--- src/rtl/kernel_launch_queue.sv ---
`default_nettype none
// ============================================================================
//  Module   : kernel_launch_queue
//  Purpose  : Buffers kernel launch requests (thread count + tag) in a small
//             FIFO and runs them one at a time through the block dispatcher.
//             Each kernel goes through these steps: the dispatcher is held in
//             reset, the thread count is presented, start is held until done,
//             and then a completion record with the tag and the RUN-cycle
//             count is emitted.
//  Ports    : clk, reset                 - clock, synchronous active-high reset
//             launch_valid/ready/
//             launch_thread_count/tag    - launch request handshake
//             abort                      - terminate running kernel (level)
//             disp_reset/start/
//             thread_count, disp_done    - dispatcher control / status
//             cmpl_valid/tag/cycles/
//             aborted                    - one-cycle completion record
//             queue_level, busy          - occupancy / activity status
//  Revision : 1.0 - initial release
// ============================================================================
module kernel_launch_queue #(
   parameter int QUEUE_DEPTH = 4,
   parameter int TAG_W       = 4
) (
   input  logic                           clk,
   input  logic                           reset,
   input  logic                           launch_valid,
   output logic                           launch_ready,
   input  logic [7:0]                     launch_thread_count,
   input  logic [TAG_W-1:0]               launch_tag,
   input  logic                           abort,
   output logic                           disp_reset,
   output logic                           disp_start,
   output logic [7:0]                     disp_thread_count,
   input  logic                           disp_done,
   output logic                           cmpl_valid,
   output logic [TAG_W-1:0]               cmpl_tag,
   output logic [15:0]                    cmpl_cycles,
   output logic                           cmpl_aborted,
   output logic [$clog2(QUEUE_DEPTH):0]   queue_level,
   output logic                           busy
);

   localparam int PTR_W   = $clog2(QUEUE_DEPTH);
   localparam int LVL_W   = PTR_W + 1;
   localparam int ENTRY_W = 8 + TAG_W;

   typedef enum logic [1:0] {
      ST_IDLE     = 2'd0,
      ST_LOAD     = 2'd1,
      ST_RUN      = 2'd2,
      ST_COMPLETE = 2'd3
   } state_t;

   state_t             state;

   // ------------------------------------------------------------------
   // Launch FIFO
   // ------------------------------------------------------------------
   logic [ENTRY_W-1:0] mem [QUEUE_DEPTH];
   logic [PTR_W-1:0]   wr_ptr;
   logic [PTR_W-1:0]   rd_ptr;
   logic [LVL_W-1:0]   level;
   logic               fifo_full;
   logic               fifo_empty;
   logic               push;
   logic               pop;
   logic [ENTRY_W-1:0] head;

   assign fifo_full  = (level == LVL_W'(QUEUE_DEPTH));
   assign fifo_empty = (level == '0);
   assign push       = launch_valid && !fifo_full;
   // Entries leave the FIFO only on the transition into LOAD. Because the
   // state is registered, a freshly pushed entry cannot be popped in the
   // cycle in which it is written.
   assign pop        = !fifo_empty && ((state == ST_IDLE) || (state == ST_COMPLETE));
   assign head       = mem[rd_ptr];

   always_ff @(posedge clk) begin
      if (push) begin
         mem[wr_ptr] <= {launch_tag, launch_thread_count};
      end
   end

   always_ff @(posedge clk) begin
      if (reset) begin
         wr_ptr <= '0;
         rd_ptr <= '0;
         level  <= '0;
      end else begin
         if (push) begin
            wr_ptr <= wr_ptr + 1'b1;
         end
         if (pop) begin
            rd_ptr <= rd_ptr + 1'b1;
         end
         case ({push, pop})
            2'b10:   level <= level + 1'b1;
            2'b01:   level <= level - 1'b1;
            default: level <= level;
         endcase
      end
   end

   // ------------------------------------------------------------------
   // Kernel sequencer
   // ------------------------------------------------------------------
   logic [7:0]       cur_count;
   logic [TAG_W-1:0] cur_tag;
   logic [15:0]      cycles;
   logic             aborted;
   logic [15:0]      cycles_inc;

   assign cycles_inc = (cycles == 16'hFFFF) ? cycles : cycles + 16'd1;

   // The dispatcher controls and the completion pulse are registered to
   // match the state they belong to, so each is computed from the next state.
   always_ff @(posedge clk) begin
      if (reset) begin
         state      <= ST_IDLE;
         disp_reset <= 1'b1;
         disp_start <= 1'b0;
         cmpl_valid <= 1'b0;
         cur_count  <= '0;
         cur_tag    <= '0;
         cycles     <= '0;
         aborted    <= 1'b0;
      end else begin
         case (state)
            ST_IDLE: begin
               disp_reset <= 1'b1;
               disp_start <= 1'b0;
               cmpl_valid <= 1'b0;
               if (pop) begin
                  state     <= ST_LOAD;
                  cur_count <= head[7:0];
                  cur_tag   <= head[8 +: TAG_W];
               end
            end

            ST_LOAD: begin
               cycles  <= '0;
               aborted <= 1'b0;
               if (cur_count == 8'd0) begin
                  // Empty kernel: complete without ever starting the dispatcher.
                  state      <= ST_COMPLETE;
                  cmpl_valid <= 1'b1;
               end else begin
                  state      <= ST_RUN;
                  disp_reset <= 1'b0;
                  disp_start <= 1'b1;
               end
            end

            ST_RUN: begin
               // The exit cycle is counted as well.
               cycles <= cycles_inc;
               if (disp_done || abort) begin
                  state      <= ST_COMPLETE;
                  aborted    <= !disp_done;   // done wins over abort
                  disp_reset <= 1'b1;
                  disp_start <= 1'b0;
                  cmpl_valid <= 1'b1;
               end
            end

            ST_COMPLETE: begin
               cmpl_valid <= 1'b0;
               if (pop) begin
                  state     <= ST_LOAD;
                  cur_count <= head[7:0];
                  cur_tag   <= head[8 +: TAG_W];
               end else begin
                  state <= ST_IDLE;
               end
            end

            default: begin
               state      <= ST_IDLE;
               disp_reset <= 1'b1;
               disp_start <= 1'b0;
               cmpl_valid <= 1'b0;
            end
         endcase
      end
   end

   assign launch_ready      = !fifo_full;
   assign disp_thread_count = cur_count;
   assign cmpl_tag          = cur_tag;
   assign cmpl_cycles       = cycles;
   assign cmpl_aborted      = aborted;
   assign queue_level       = level;
   assign busy              = (state != ST_IDLE) || !fifo_empty;

endmodule
`default_nettype wire

--- config.mk ---
export PLATFORM = sky130hd
export DESIGN_NAME = kernel_launch_queue
export DESIGN_NICKNAME = d
export VERILOG_FILES = /design/src/rtl/kernel_launch_queue.sv
export SDC_FILE = /design/constraint.sdc
export NUM_CORES = 1
export LEC_CHECK = 0
export ABC_CLOCK_PERIOD_IN_PS = 3400
export BUFFER_PORTS_ARGS = -buffer_cell sky130_fd_sc_hd__buf_2
export CAP_MARGIN = 5
export CORE_UTILIZATION = 47
export DETAILED_ROUTE_END_ITERATION = 7
export HOLD_SLACK_MARGIN = 0.1
export PLACE_DENSITY_LB_ADDON = 0.15
export REMOVE_ABC_BUFFERS = 1
export SLEW_MARGIN = 25
export SYNTH_ARGS = -nofsm -noshare
export SYNTH_HDL_FRONTEND = slang
export SYNTH_SLANG_ARGS = --single-unit
--- constraint.sdc ---
create_clock -name clk -period 3.4 [get_ports clk]
set_input_delay 0.34 -clock clk [delete_from_list [all_inputs] [get_ports clk]]
set_output_delay 0.34 -clock clk [all_outputs]
set_load 0.03 [all_outputs]
==> results.sh, run 1 <==
export IMPL_power_leakage_nw=1.59
export IMPL_worst_slew_pin_slew_ns=0.893
export IMPL_antenna_left=0
export IMPL_period_minus_slack_ns=2.65
export IMPL_fin_tns_setup_ns=0
export IMPL_fmax_ghz=0.377
export IMPL_outcome="finished, final reports clean"
export IMPL_async_flop_share_pct=0
export IMPL_cts_resized=0
export IMPL_powerDensity_nw_per_um2=782
export IMPL_initial_core_util_pct=48.8
export IMPL_stdcell_count=471
export IMPL_firstDrtPassIters=5
export IMPL_nets=392
export IMPL_num_vias=2599
export IMPL_fin_crit_sh_pct=78.0
export IMPL_grt_pass1_vias=2531
export IMPL_yosysTopAreaCellShare_pct=38.0
export IMPL_fillers=686
export IMPL_clk_latency_ns=0.36
export IMPL_max_slew_margin_pct=40.2
export IMPL_grt_overflow=0
export IMPL_critPathLaunchType="flop"
export IMPL_crit_type="reg -> reg"
export IMPL_clock_path_buffers=2
export IMPL_hold_class="in -> reg"
export IMPL_post_cts_buffers=0
export IMPL_wl_per_cell_um=16.3
export IMPL_synth_cell_type_count=48
export IMPL_first_iter_violations=105
export IMPL_h_tree_depth=3
export IMPL_viasPerCell=5.52
export IMPL_cts_sinks=89
export IMPL_io_pins=54
export IMPL_io_buffer_count=53
export IMPL_path_clk_slew_ns=0.10
export IMPL_die_area_um2=8430
export IMPL_required_ns=3.68
export IMPL_coreArea_um2=7770
export IMPL_dp_final_hpwl_um=5120
export IMPL_cts_tree="yes"
export IMPL_antenna_found_initial=0
export IMPL_max_cap_violations=0
export IMPL_dp_cells=455
export IMPL_die_y_um=91.8
export IMPL_grt_usage_pct=19.8
export IMPL_num_rows=32
export IMPL_worstPathMaxFanout=13
export IMPL_yosys_top_cells_area="edfxtp_1 38%, dfxtp_1 22%, mux4_2 7.1%"
export IMPL_grt_max_degree=38
export IMPL_design_area_um2=4340
export IMPL_synthCells=311
export IMPL_synthFlopType="edfxtp_1"
export IMPL_synth_seq_cells=89
export IMPL_die_w_um=91.8
export IMPL_drc_errors=0
export IMPL_hold_ws_ns=0.186
export IMPL_synth_seq_area_share_pct=59.6
export IMPL_ys_warn_count=0
export IMPL_rsz0062_at_grt="no"
export IMPL_hold_viol=0
export IMPL_ir_drop_mv=0.418
export IMPL_syn_area_per_cell_um2=12.2
export IMPL_cp_end_kind="flop"
export IMPL_area_growth_pct=14.5
export IMPL_slew_viol_final=0
export IMPL_yosys_area_top_type="edfxtp_1"
export IMPL_cts_root_buf="clkbuf_8"
export IMPL_place_area_um2=4150
export IMPL_cts_buffers=9
export IMPL_wl_um=7660
export IMPL_drive_above_1_share_pct=24.9
export IMPL_synth_edff_count=48
export IMPL_skew_ns=0.0112
export IMPL_ctsHoldBuffers=0
export IMPL_setup_violations=0
export IMPL_diodes=0
export IMPL_syn_area_um2=3790
export IMPL_grt_pass1_wl_um=12700
export IMPL_gp_congestion=0.818
export IMPL_critPathArrivalTime_ns=2.94
==> report_power, final <==
group | leakage (nW) | switching [mW] | internal (mW)
combinational | 0.715 | 0.787 | 0.438
clock | 0.0970 | 0.416 | 0.288
sequential | 0.775 | 0.149 | 1.32
==> area by class of cell <==
type	count	area, um2	area share, %
Sequential cell	89	2260	52.1
Multi-Input combinational cell	194	1420	32.6
Timing Repair Buffer	56	288	6.62
Tap cell	102	128	2.94
Clock buffer	9	124	2.85
Clock inverter	7	72.6	1.67
Inverter	14	52.6	1.21
==> placed cells by master, fill, tap and decap left out, types with 2 or more instances in the layout <==
| cell | n |
|---|---|
| dfxtp_1 | 40 |
| xor2_1 | 2 |
| o31a_1 | 2 |
| nand3_1 | 4 |
| a311oi_1 | 4 |
| nand2b_1 | 3 |
| or4_1 | 5 |
| o211ai_1 | 2 |
| a41oi_1 | 2 |
| nor4_1 | 4 |
| and4_1 | 3 |
| and3_1 | 6 |
| inv_1 | 14 |
| xnor2_1 | 3 |
| a21boi_0 | 2 |
| a211oi_1 | 4 |
| nand4_1 | 5 |
| nor3b_1 | 4 |
| o21a_1 | 3 |
| inv_6 | 2 |
| ha_1 | 10 |
| mux4_2 | 12 |
| nor2_1 | 14 |
| a31oi_1 | 3 |
| buf_4 | 3 |
| inv_8 | 2 |
| nor3_1 | 2 |
| buf_2 | 53 |
| nand2_1 | 38 |
| or2_2 | 2 |
| edfxtp_1 | 48 |
| clkbuf_8 | 9 |
| a21oi_1 | 25 |
| o21ai_0 | 14 |
==> flip-flops by register name, indices dropped and copies added (netlist names) <==
name / cells
cmpl_cycles: 16
wr_ptr: 2
rd_ptr: 2
cmpl_valid: 1
state: 2
queue_level: 3
cmpl_tag: 4
mem: 48
disp_reset: 1
disp_thread_count: 8
disp_start: 1
cmpl_aborted: 1
==> logic make-up (layout without fill, tap and decap cells) <==
kind of cell             after synthesis  in the layout  synth area share (%)
AND/OR/NAND/NOR                       98             98                  13.8
flip-flops                            89             89                  59.6
AO/OA/AOI/OAI                         66             66                  10.9
buffers and inverters                 28             86                  3.03
multiplexers                          14             14                  7.68
adder cells (fa/ha/maj)               11             11                  3.83
XOR/XNOR                               5              5                  1.15
==> critical path: stages, from the launching register on <==
cell     delay, ns
dfxtp_1       0.39
inv_1         0.08
ha_1          0.33
or2_2         0.43
inv_1         0.12
ha_1          0.18
inv_1         0.06
fa_1          0.37
xor2_1        0.16
or3_1         0.30
a21oi_1       0.14
==> stage by stage <==
stage          setup slack [ns]  total power [mW]  utilization (%)
6_report                  0.748              3.40             55.9
2_1_floorplan             0.721              2.34                -
5_1_grt                   0.532              3.63             55.9
3_3_place_gp              0.857              2.71             53.4
4_1_cts                   0.740              3.44             55.9
3_5_place_dp              0.800              2.74             53.4
==> path summary, 6_finish.rpt <==
kind / from / to / slack, ns / depth (start not counted)
max: state[0] / queue_level[2] / 0.75 / 10
min: launch_thread_count[7] / mem[0][7] / 0.19 / 1
max reg2reg: state[0] / queue_level[2] / 0.75 / 10
min reg2reg: cmpl_tag[1] / cmpl_tag[1] / 0.46 / 2
==> layer usage <==
metal	up-vias	wire (um)	GRT usage, %
met1	1253	3650	27.1
met4	0	119	7.55
met3	12	283	4.81
met5	-	0	0
li1	1278	-	-
met2	56	3600	30.7
==> cell usage after synthesis, drive strengths merged, types with 2 or more instances <==
cell type / n
ha: 10
xnor2: 3
nand3: 4
o21a: 3
inv: 14
a311oi: 4
a211oi: 4
nor3b: 4
buf: 6
and3: 6
nor3: 2
o31a: 2
a21boi: 2
xor2: 2
or3b: 2
edfxtp: 48
nand2b: 3
or4: 5
nor4: 5
a41oi: 2
dfxtp: 41
clkbuf: 8
nand2: 38
a31oi: 3
nor2: 14
o21ai: 14
and4: 3
a21oi: 25
mux4: 12
nand4: 6
or2: 2
o211ai: 2
Note: power is estimated with default switching activity, not from simulation.
==> run 2, diff against run 1 <==
--- a/config.mk
+++ b/config.mk
@@ -5,7 +5,7 @@
 export SDC_FILE = /design/constraint.sdc
 export NUM_CORES = 1
 export LEC_CHECK = 0
-export ABC_CLOCK_PERIOD_IN_PS = 3400
+export ABC_CLOCK_PERIOD_IN_PS = 2470
 export BUFFER_PORTS_ARGS = -buffer_cell sky130_fd_sc_hd__buf_2
 export CAP_MARGIN = 5
 export CORE_UTILIZATION = 47
==> constraint.sdc (replaced) <==
create_clock -name clk -period 2.47 [get_ports clk]
set_input_delay 0.247 -clock clk [delete_from_list [all_inputs] [get_ports clk]]
set_output_delay 0.247 -clock clk [all_outputs]
set_load 0.03 [all_outputs]
==> run 2 against run 1 <==
Effect of this change:
- clock skew is 0.0055 ns lower
- final area is 4.1% higher
- critical path depth is 1 lower
- register-to-register slack worse by 0.61 ns
- largest power group is now combinational cells
==> results.sh, run 2 (synthesis gave the netlist of run 1 again) <==
export IMPL_outcome="finished, final reports clean"
export IMPL_io_pins=54
export IMPL_antenna_left=0
export IMPL_critPathArrivalTime_ns=2.62
export IMPL_initial_core_util_pct=48.8
export IMPL_fillers=670
export IMPL_gp_congestion=0.811
export IMPL_largest_register="mem"
export IMPL_final_common_cell="buf_2"
export IMPL_clk_latency_ns=0.36
export IMPL_area_growth_pct=19.3
export IMPL_worstPathMaxFanout=6
export IMPL_hold_class="in -> reg"
export IMPL_fmax_ghz=0.428
export IMPL_slowest_stage="or3b_4"
export IMPL_slew_viol_final=0
export IMPL_critPathLaunchType="flop"
export IMPL_crit_buf_inv=2
export IMPL_nets=412
export IMPL_fin_util_pct=58.2
export IMPL_layout_common_cells="53 x buf_2, 48 x edfxtp_1, 39 x dfxtp_1"
export IMPL_coreArea_um2=7770
export IMPL_dp_cells=467
export IMPL_fin_crit_sh_pct=94.5
export IMPL_largest_register_ffs=48
export IMPL_rsz0062_at_grt="no"
export IMPL_worst_slew_pin_slew_ns=0.758
export IMPL_crit_type="reg -> reg"
export IMPL_period_minus_slack_ns=2.34
export IMPL_powerDensity_nw_per_um2=1080
export IMPL_required_ns=2.75
export IMPL_max_slew_margin_pct=49.5
export IMPL_num_rows=32
export IMPL_setup_violations=0
export IMPL_dp_final_hpwl_um=5190
export IMPL_fin_tns_setup_ns=0
export IMPL_grt_usage_pct=19.9
export IMPL_antenna_found_initial=0
export IMPL_cts_tree="yes"
export IMPL_wl_um=8010
export IMPL_cts_root_buf="clkbuf_8"
export IMPL_clock_path_buffers=2
export IMPL_firstDrtPassIters=4
export IMPL_h_tree_depth=3
export IMPL_cp_top_family="simple AND/OR/NAND/NOR gates"
export IMPL_drive_above_1_share_pct=28.0
export IMPL_grt_overflow=0
export IMPL_post_route_worst_setup_slack_ns=0.135
export IMPL_drc_errors=0
export IMPL_max_cap_violations=0
export IMPL_place_ws_ns=0.0336
export IMPL_post_cts_buffers=0
export IMPL_viasPerCell=5.50
export IMPL_grt_pass1_wl_um=12800
export IMPL_path_clk_slew_ns=0.09
export IMPL_ir_drop_mv=0.661
export IMPL_cp_end_kind="flop"
export IMPL_skew_ns=0.00566
export IMPL_cp_cell_sequence="or3b_4, and2_1, inv_2, ha_4, inv_1, fa_1, xor2_1, or3_1, a21oi_1"
export IMPL_cts_sinks=89
export IMPL_stdcell_count=491
export IMPL_first_iter_violations=88
export IMPL_power_leakage_nw=1.67
export IMPL_diodes=0
export IMPL_die_area_um2=8430
export IMPL_wl_per_cell_um=16.3
export IMPL_grt_max_degree=38
export IMPL_num_vias=2702
export IMPL_die_w_um=91.8
export IMPL_die_y_um=91.8
export IMPL_critPathMaxStageDelay_ns=0.41
export IMPL_hold_viol=0
export IMPL_cts_buffers=9
export IMPL_io_buffer_count=53
export IMPL_grt_pass1_vias=2584
run 2: cell count changes in the layout (fill, tap and decap cells not counted), moves of 2 or more:
cell	previous run	this run
ha_4	0	2
ha_1	10	8
dlygate4sd3_1	0	8
buf_4	3	15
inv_1	14	12
inv_2	0	2
run 2: final cells by class:
cell class	count	area (um2)	share of cell area (%)
clock inverters	7	53.8	1.19
repair buffers	76	458	10.1
clock buffers	9	124	2.74
well taps	102	128	2.82
multi-input cells	194	1440	31.9
flip-flops and latches	89	2260	50.1
inverters	14	52.6	1.16
run 2: per-stage QoR:
step           instance area [um2]  hold slack (ns)  power [mW]
3_5_place_dp                  4240            0.446        3.94
2_1_floorplan                 3730            0.316        3.21
6_report                      4520            0.117        4.90
3_3_place_gp                  4240            0.441        3.91
5_1_grt                       4520            0.109        5.24
4_1_cts                       4490            0.101        4.88
run 2: path summary, 6_finish.rpt:
kind,depth (start not counted),slack [ns],startpoint,to
worst max-delay path,9,0.13,queue_level[2],queue_level[2]
worst min-delay path,1,0.12,launch_tag[2],mem[1][10]
worst max register to register,9,0.13,queue_level[2],queue_level[2]
worst min register to register,2,0.45,cmpl_tag[3],cmpl_tag[3]
run 2: timing repair:
item,4_1_cts,5_1_grt
resized for setup,0,8
setup endpoints to repair,0,1
hold buffers,8,0
hold endpoints to repair,28,0
run 2: power breakdown:
| part | internal (mW) | leakage, nW | switching (mW) |
|---|---|---|---|
| logic | 0.800 | 0.807 | 1.21 |
| registers | 1.82 | 0.775 | 0.148 |
| clock network | 0.377 | 0.0896 | 0.552 |
run 2: metal layers:
metal / global-route usage (%) / up-vias / part of all wire (%) / routed length, um
li1: - / 1315 / - / -
met1: 27.4 / 1322 / 47 / 3740
met2: 31.8 / 53 / 48 / 3840
met3: 3.57 / 12 / 3.8 / 302
met4: 7.42 / 0 / 1.5 / 119
met5: 0 / - / 0 / 0
==> run 3, diff against run 2 <==
--- a/config.mk
+++ b/config.mk
@@ -5,9 +5,8 @@
 export SDC_FILE = /design/constraint.sdc
 export NUM_CORES = 1
 export LEC_CHECK = 0
-export ABC_CLOCK_PERIOD_IN_PS = 2470
+export ABC_CLOCK_PERIOD_IN_PS = 2210
 export BUFFER_PORTS_ARGS = -buffer_cell sky130_fd_sc_hd__buf_2
-export CAP_MARGIN = 5
 export CORE_UTILIZATION = 47
 export DETAILED_ROUTE_END_ITERATION = 7
 export HOLD_SLACK_MARGIN = 0.1
==> constraint.sdc (replaced) <==
create_clock -name clk -period 2.21 [get_ports clk]
set_input_delay 0.221 -clock clk [delete_from_list [all_inputs] [get_ports clk]]
set_output_delay 0.221 -clock clk [all_outputs]
set_load 0.03 [all_outputs]
==> run 3 against run 2 <==
Effect of this change:
- utilization up 2.8 points
- clock skew up 0.0059 ns
- non-clock buffer count up 19
- count of clock-buffer cells in the layout unchanged
- power up 19%
- setup slack worse by 0.066 ns
- die area unchanged
- final area up 4.8%
- fmax up 9.1%
- sequential power up 11%
- critical path depth unchanged
- critical path type unchanged
==> results.sh, run 3 (synthesis gave the netlist of run 1 again) <==
export IMPL_outcome="finished, final reports clean"
export IMPL_crit_buf_inv=2
export IMPL_io_pins=54
export IMPL_hold_class="in -> reg"
export IMPL_grt_max_degree=26
export IMPL_cp_top_family="simple AND/OR/NAND/NOR gates"
export IMPL_largest_register_ffs=48
export IMPL_dp_final_hpwl_um=5410
export IMPL_fin_tns_setup_ns=0
export IMPL_wl_um=8020
export IMPL_h_tree_depth=3
export IMPL_wl_per_cell_um=15.7
export IMPL_power_leakage_nw=1.79
export IMPL_setup_violations=0
export IMPL_hold_viol=0
export IMPL_fillers=637
export IMPL_io_buffer_count=53
export IMPL_rsz0062_at_grt="yes"
export IMPL_area_growth_pct=25.0
export IMPL_post_cts_buffers=0
export IMPL_slew_viol_final=0
export IMPL_multiInputGateArea_um2=1450
export IMPL_antenna_left=0
export IMPL_worst_slew_pin_slew_ns=0.685
export IMPL_design_area_um2=4740
export IMPL_firstDrtPassIters=4
export IMPL_clk_latency_ns=0.36
export IMPL_diodes=0
export IMPL_cts_tree="yes"
export IMPL_drive_above_1_share_pct=31.9
export IMPL_fin_crit_sh_pct=96.9
export IMPL_grt_usage_pct=20.7
export IMPL_cp_end_kind="flop"
export IMPL_ir_drop_mv=1.05
export IMPL_cts_buffers=9
export IMPL_powerDensity_nw_per_um2=1230
export IMPL_final_seq_area_um2=2270
export IMPL_die_y_um=91.8
export IMPL_cp_cell_sequence="or3b_4, and2_4, inv_2, ha_2, inv_1, fa_2, xor2_1, or3_1, a21oi_1"
export IMPL_fmax_ghz=0.467
export IMPL_die_w_um=91.8
export IMPL_antenna_found_initial=0
export IMPL_largest_register="mem"
export IMPL_worstPathMaxFanout=2
export IMPL_required_ns=2.50
export IMPL_num_rows=32
export IMPL_grt_overflow=0
export IMPL_max_slew_margin_pct=54.3
export IMPL_regToRegSetupSlack_ns=0.07
export IMPL_place_area_um2=4360
export IMPL_critPathArrivalTime_ns=2.43
export IMPL_skew_ns=0.0116
export IMPL_first_iter_violations=145
export IMPL_critPathMaxStageDelay_ns=0.39
export IMPL_clock_path_buffers=2
export IMPL_drc_errors=0
export IMPL_critPathLaunchType="flop"
export IMPL_crit_type="reg -> reg"
export IMPL_initial_core_util_pct=48.8
export IMPL_path_clk_slew_ns=0.09
export IMPL_slowest_stage="or3b_4"
export IMPL_coreArea_um2=7770
export IMPL_cts_sinks=89
export IMPL_gp_congestion=0.819
export IMPL_grt_pass1_vias=2793
export IMPL_cts_root_buf="clkbuf_8"
export IMPL_final_common_cell="buf_2"
export IMPL_num_vias=2766
export IMPL_layout_common_cells="53 x buf_2, 48 x edfxtp_1, 38 x nand2_1, 38 x dfxtp_1, 29 x buf_4"
export IMPL_die_area_um2=8430
export IMPL_max_cap_violations=0
export IMPL_viasPerCell=5.42
export IMPL_nets=431
export IMPL_grt_pass1_wl_um=13400
export IMPL_period_minus_slack_ns=2.14
## run 3: changes by cell type in the layout (fill, tap and decap cells not counted), sizes merged
| cell | previous run | this run |
|---|---|---|
| clkinv | 3 | 1 |
| bufinv | 0 | 2 |
| buf | 68 | 83 |
| dlygate4sd3 | 8 | 12 |
## run 3: area by class of cell
class	count	share of cell area, %
well taps	102	2.69
clock buffers	9	2.61
inverters	14	1.11
repair buffers	95	13.1
clock inverters	7	2.11
flip-flops and latches	89	47.8
multi-input cells	194	30.5
## run 3: what timing repair did
| item | 4_1_cts | 5_1_grt |
|---|---|---|
| endpoints found under the hold margin | 48 | 0 |
| hold buffers | 12 | 0 |
| gates resized for setup | 6 | 8 |
| endpoints found under the setup margin | 1 | 2 |
| pin swaps | 2 | 0 |
| cloned | 0 | 0 |
## run 3: stage by stage
step | setup WS [ns] | total power [mW] | cells | hold slack (ns) | util [%]
2_1_floorplan | -0.469 | 3.59 | 297 | 0.290 | -
3_3_place_gp | -0.0507 | 4.51 | 482 | 0.434 | 56.2
3_5_place_dp | -0.0977 | 4.54 | 482 | 0.440 | 56.2
4_1_cts | 0.0329 | 5.84 | 510 | 0.110 | 60.7
5_1_grt | -0.0133 | 6.19 | 510 | 0.152 | 61.0
6_report | 0.0687 | 5.83 | 510 | 0.121 | 61.0
## run 3: where the power goes
part	internal, mW	switching, mW
Clock	0.649	0.607
Sequential	2.03	0.156
Combinational	1.00	1.38
## run 3: tightest hold or removal path, delay by kind of cell
family / cells / cell delay (ns)
AND/OR/NAND/NOR: 1 / 0.05
AO/OA/AOI/OAI: 1 / 0.06
buffers and inverters: 1 / 0.10
## run 3: routing by layer
| metal | vias to the layer above | part of all wire [%] | routed length [um] | track usage (%) |
|---|---|---|---|---|
| li1 | 1358 | - | - | - |
| met1 | 1329 | 45 | 3640 | 27.6 |
| met2 | 70 | 49 | 3890 | 32.9 |
| met3 | 9 | 4.6 | 372 | 4.31 |
| met4 | 0 | 1.4 | 116 | 8.59 |
| met5 | - | 0 | 0 | 0 |
## run 3: path summary, 6_finish.rpt
path | startpoint | to | cells after the start
worst max-delay path | queue_level[0] | queue_level[2] | 9
worst max register to register | queue_level[0] | queue_level[2] | 9
worst min-delay path | abort | cmpl_aborted | 3
worst min register to register | cmpl_tag[1] | cmpl_tag[1] | 2
